**src/rtl/pipe_pkg.sv**
```systemverilog
// Shared pipeline constants: register-file geometry, producer latencies and
// the forward-select encoding used by the forwarding mux control.
package pipe_pkg;
  localparam int NUM_REGS = 8;
  localparam int ADDR_W   = 3;
  localparam int LOAD_LAT = 1;
  localparam int ALU_LAT  = 0;
  localparam int WAIT_W   = 2;

  typedef enum logic [1:0] {
    FWD_REGFILE = 2'd0,
    FWD_EM      = 2'd1,
    FWD_WB      = 2'd2
  } fwd_sel_e;
endpackage

```
**src/rtl/sb_entry.sv**
```systemverilog
// One scoreboard slot: a busy flag plus a countdown of cycles until the
// pending result becomes forwardable. Priority is flush > set > retire > count.
module sb_entry
  import pipe_pkg::*;
(
  input  logic              clk_i,
  input  logic              rst_n_i,
  input  logic              set_i,
  input  logic [WAIT_W-1:0] set_wait_i,
  input  logic              retire_i,
  input  logic              flush_i,
  output logic              busy_o,
  output logic [WAIT_W-1:0] wait_o
);
  logic              busy_q, busy_d;
  logic [WAIT_W-1:0] wait_q, wait_d;

  always_comb begin
    busy_d = busy_q;
    wait_d = wait_q;
    if (flush_i) begin
      busy_d = 1'b0;
      wait_d = '0;
    end else if (set_i) begin
      // A new writer replaces whatever was pending, even a same-cycle retire.
      busy_d = 1'b1;
      wait_d = set_wait_i;
    end else if (retire_i) begin
      busy_d = 1'b0;
      wait_d = '0;
    end else if (busy_q && (wait_q != '0)) begin
      wait_d = wait_q - 1'b1;
    end
  end

  always_ff @(posedge clk_i or negedge rst_n_i) begin
    if (!rst_n_i) begin
      busy_q <= 1'b0;
      wait_q <= '0;
    end else begin
      busy_q <= busy_d;
      wait_q <= wait_d;
    end
  end

  assign busy_o = busy_q;
  assign wait_o = wait_q;
endmodule

```
**src/rtl/reg_scoreboard.sv**
```systemverilog
// Issue-side register scoreboard: tracks in-flight writes, stalls issue while
// a source operand is not yet forwardable, and reports the pending set.
module reg_scoreboard
  import pipe_pkg::*;
#(
  parameter int NUM_REGS_P = NUM_REGS,
  parameter int ADDR_W_P   = ADDR_W,
  parameter int LOAD_LAT_P = LOAD_LAT,
  parameter int ALU_LAT_P  = ALU_LAT
) (
  input  logic                  clk_i,
  input  logic                  rst_n_i,
  input  logic                  issue_valid_i,
  input  logic [ADDR_W_P-1:0]   issue_rs_addr_i,
  input  logic                  issue_rs_used_i,
  input  logic [ADDR_W_P-1:0]   issue_rt_addr_i,
  input  logic                  issue_rt_used_i,
  input  logic [ADDR_W_P-1:0]   issue_dst_addr_i,
  input  logic                  issue_dst_we_i,
  input  logic                  issue_is_load_i,
  input  logic                  wb_valid_i,
  input  logic [ADDR_W_P-1:0]   wb_addr_i,
  input  logic                  flush_i,
  output logic                  stall_o,
  output logic [NUM_REGS_P-1:0] busy_vec_o,
  output logic [ADDR_W_P:0]     pending_cnt_o
);
  logic [NUM_REGS_P-1:0] busy;
  logic [WAIT_W-1:0]     wait_cnt [NUM_REGS_P];
  logic                  rs_hazard, rt_hazard, accept, set_dst;
  logic [WAIT_W-1:0]     set_wait;
  logic [ADDR_W_P:0]     pop;

  // Busy with zero wait is forwardable, so only a nonzero countdown blocks.
  assign rs_hazard = issue_rs_used_i && busy[issue_rs_addr_i] && (wait_cnt[issue_rs_addr_i] != '0);
  assign rt_hazard = issue_rt_used_i && busy[issue_rt_addr_i] && (wait_cnt[issue_rt_addr_i] != '0);
  assign stall_o   = issue_valid_i && !flush_i && (rs_hazard || rt_hazard);
  assign accept    = issue_valid_i && !stall_o && !flush_i;
  assign set_dst   = accept && issue_dst_we_i;
  assign set_wait  = issue_is_load_i ? WAIT_W'(LOAD_LAT_P) : WAIT_W'(ALU_LAT_P);

  genvar gi;
  generate
    for (gi = 0; gi < NUM_REGS_P; gi++) begin : g_entry
      sb_entry u_entry (
        .clk_i      (clk_i),
        .rst_n_i    (rst_n_i),
        .set_i      (set_dst && (issue_dst_addr_i == ADDR_W_P'(gi))),
        .set_wait_i (set_wait),
        .retire_i   (wb_valid_i && (wb_addr_i == ADDR_W_P'(gi))),
        .flush_i    (flush_i),
        .busy_o     (busy[gi]),
        .wait_o     (wait_cnt[gi])
      );
    end
  endgenerate

  always_comb begin
    pop = '0;
    for (int i = 0; i < NUM_REGS_P; i++) begin
      pop = pop + (ADDR_W_P + 1)'(busy[i]);
    end
  end

  assign busy_vec_o    = busy;
  assign pending_cnt_o = pop;
endmodule

```
**config.mk**
```make
export PLATFORM = sky130hd
export DESIGN_NAME = reg_scoreboard
export DESIGN_NICKNAME = d
export VERILOG_FILES = /design/src/rtl/pipe_pkg.sv /design/src/rtl/sb_entry.sv /design/src/rtl/reg_scoreboard.sv
export SDC_FILE = /design/constraint.sdc
export NUM_CORES = 1
export LEC_CHECK = 0
export ABC_AREA = 1
export BUFFER_PORTS_ARGS = -buffer_cell sky130_fd_sc_hd__buf_2
export CAP_MARGIN = 20
export CORE_MARGIN = 2
export CORE_UTILIZATION = 47
export CTS_BUF_LIST = sky130_fd_sc_hd__clkbuf_8
export DETAILED_ROUTE_END_ITERATION = 7
export HOLD_SLACK_MARGIN = 0.02
export PLACE_DENSITY_LB_ADDON = 0.15
export SETUP_SLACK_MARGIN = 0.4
export SYNTH_ARGS = -nofsm -noshare
export SYNTH_HDL_FRONTEND = slang
export SYNTH_SLANG_ARGS = --single-unit
export TNS_END_PERCENT = 10
```
**constraint.sdc**
```tcl
create_clock -name clk_i -period 9.07 [get_ports clk_i]
set_input_delay 0.907 -clock clk_i [delete_from_list [all_inputs] [get_ports clk_i]]
set_output_delay 0.907 -clock clk_i [all_outputs]
set_load 0.03 [all_outputs]
```
==> results.cfg <==
[clock_tree]
cts_setup_buffers = 0
cts_tree = built
holdBufCountCts = 0
clk_latency_ns = 0.27
clock-sinks = 24
clock_path_buffers = 2
clkTransAtPathRegs_ns = 0.09
cts_buffers = 3
cts_max_level = 1
ctsResizeCount = 0
root_buffer = clkbuf_8

[run_status]
outcome = completed

[layout]
finalNonFillerCells = 405
diodes = 0
drive_gt1_share_pct = 17.4
nFillCells = 473
fin_util_pct = 52.5
multi_input_area_mm2 = 0.00134
register_area_um2 = 601
nNetsFinal = 388
area_growth_pct = 9.51
fin_area_mm2 = 0.00245

[power]
power.density_mw_per_mm2 = 121
worst_ir_drop_vdd_mv = 0.0536
total_power_w = 0.000295
p_leak_nw = 1.49

[sta]
setup_violations = 0
worst_pin_slew_ns = 0.561
fin_crit_sh_pct = 45.3
skew_ns = 0.00734
hold_viol = 0
drv_slew = 0
max_clock_freq_mhz = 243
tns_ns = 0
rsz0062_at_grt = no
relSlewSlack_pct = 62.6
fin_crit_ns = 4.11

[route]
top_layer = met4
drt_iter0_markers = 163
via_count = 2122
wl_met2_um = 2440
m1WireLength_um = 2570
routedWlPerCell_um = 12.9
drcViolationCount = 0
first_pass_iters = 4
met3WireLength_um = 172
wl_um = 5220
vias_per_cell = 5.24
ant_nets = 0

[synthesis]
synth_cells = 326
synth_seq_cells = 24
syn_avg_cell_area_um2 = 6.86
yosysWarnings = 0
syn_area_mm2 = 0.00224
syn_nets = 362
synth_cell_types = 28
synth_seq_area_share_pct = 26.9

[worst_hold_path]
hold_path.class = reg -> reg

[die]
top_level_ports = 34
fp.dieW_um = 73.0
die_h_um = 73.0
rows = 25
start_util_pct = 48.0
core_area_mm2 = 0.00466
dieArea_mm2 = 0.00532

[worst_setup_path]
critPathMostFrequentCell = fa_1
path_cells = fa_1, inv_1, fa_1, fa_1, inv_1, ha_1, fa_1, xor2_1, buf_2
cp_num_buf_inv = 3
crit_slowest_cell = fa_1
setup.worst_path.start_class = register
worst_setup_path_end_kind = output pin
path_max_fanout = 3
path_class = reg -> out
path_delay_family = adder cells
cp.arrival_ns = 3.21
slowest_delay_ns = 0.56
critPathRequiredTime_ns = 8.16

[grt]
grt_pass1_vias = 2041
grt_max_degree = 25
antenna_found_initial = 0
grt_pass1_wl_um = 9200
gr-total-overflow = 0
grt_usage_pct = 21.9

[place]
hpwl_um = 4220
dp_cells = 401
dpl_cell_area_mm2 = 0.00238
io_buffers = 33
gp_congestion = 0.864

[job]
drv_cap = 0
==> cell usage after synthesis <==
cell | count | area, um2
inv_1 | 49 | 184
nand2_4 | 3 | 33.8
buf_6 | 2 | 22.5
a21oi_1 | 4 | 20.0
clkbuf_1 | 1 | 3.75
or2_2 | 2 | 12.5
buf_2 | 1 | 5.00
nor2_2 | 2 | 12.5
o21ai_0 | 6 | 30.0
inv_4 | 1 | 6.26
inv_6 | 1 | 8.76
and3_1 | 1 | 6.26
nand4_1 | 12 | 75.1
dfrtp_1 | 24 | 601
ha_1 | 11 | 138
nor2_1 | 41 | 154
o21ai_1 | 8 | 40.0
nor3_1 | 6 | 30.0
nand3_1 | 48 | 240
inv_2 | 2 | 7.51
xor2_1 | 1 | 8.76
buf_4 | 8 | 60.1
fa_1 | 4 | 80.1
a31oi_1 | 2 | 12.5
nand2_1 | 73 | 274
a211oi_2 | 4 | 50.1
nor2_8 | 1 | 20.0
nand4_2 | 8 | 100
==> worst reg2reg max path, delay by kind of cell (launching register included) <==
family / cells / cell delay, ns
AND/OR/NAND/NOR: 12 / 1.33
flip-flops: 1 / 0.43
==> state kept, by name, summed over array words and instances, names as in the netlist <==
signal	flops
g_entry.u_entry.wait_o	16
g_entry.u_entry.busy_o	8
==> routing by layer <==
layer | vias up | global-route usage (%)
li1 | 1106 | -
met2 | 43 | 36.4
met5 | - | 0
met4 | 0 | 4.73
met1 | 969 | 30.8
met3 | 4 | 2.49
==> placed cells by master (no fill, tap or decap) <==
cell type  count
dfrtp_1       24
fa_1           4
clkbuf_8       3
or2_2          2
and3_1         1
inv_2          2
inv_6          1
a211oi_2       4
o21ai_1        8
nand3_1       48
inv_4          1
nand2_1       73
nand4_1       12
a31oi_1        2
a21oi_1        4
xor2_1         1
nor2_2         2
nand2_4        3
nor2_8         1
nor3_1         6
bufinv_16      1
ha_1          11
inv_1         49
o21ai_0        6
nor2_1        41
nand4_2        8
buf_2         33
==> cell type report <==
class                           count  share of cell area [%]
Timing Repair Buffer               33                    6.74
Clock buffer                        3                    1.69
Multi-Input combinational cell    237                    54.6
Inverter                           53                    8.43
Sequential cell                    24                    24.5
Tap cell                           54                    2.76
Clock inverter                      1                    1.23
==> report_power, final <==
part | switching [W] | internal [W]
clock | 0.0000367 | 0.0000590
combinational | 0.0000534 | 0.0000279
sequential | 0.00000522 | 0.000113
total | 0.0000953 | 0.000200
==> kinds of logic after synthesis <==
kind of cell | Yosys count | synth area share (%)
buffers and inverters | 65 | 13.3
xor gates and xnor gates | 1 | 0.392
AOI/OAI and AO/OA | 24 | 6.83
DFF | 24 | 26.9
adders and majority gates | 15 | 9.74
and+or+nand+nor | 197 | 42.9
==> metrics by stage <==
step                worst slack [ns]  hold slack, ns
finish                          4.96           0.549
global route                    4.84           0.593
CTS                             4.93           0.553
detailed placement              5.24           0.524
global placement                5.31           0.513
floorplan                       5.19           0.492
==> final timing paths <==
path / startpoint / to / slack [ns] / cells after the start
min in group asynchronous: rst_n_i / g_entry[4].u_entry.busy_o / 0.61 / 1
worst max-delay path: g_entry[0].u_entry.busy_o / pending_cnt_o[2] / 4.96 / 9
max in group asynchronous: rst_n_i / g_entry[7].u_entry.wait_o[0] / 8.07 / 1
worst min-delay path: g_entry[6].u_entry.wait_o[1] / g_entry[6].u_entry.wait_o[1] / 0.55 / 2
worst max register to register: g_entry[4].u_entry.wait_o[0] / g_entry[1].u_entry.wait_o[0] / 7.22 / 12
worst min register to register: g_entry[6].u_entry.wait_o[1] / g_entry[6].u_entry.wait_o[1] / 0.55 / 2
(Power assumes the default switching activity.)
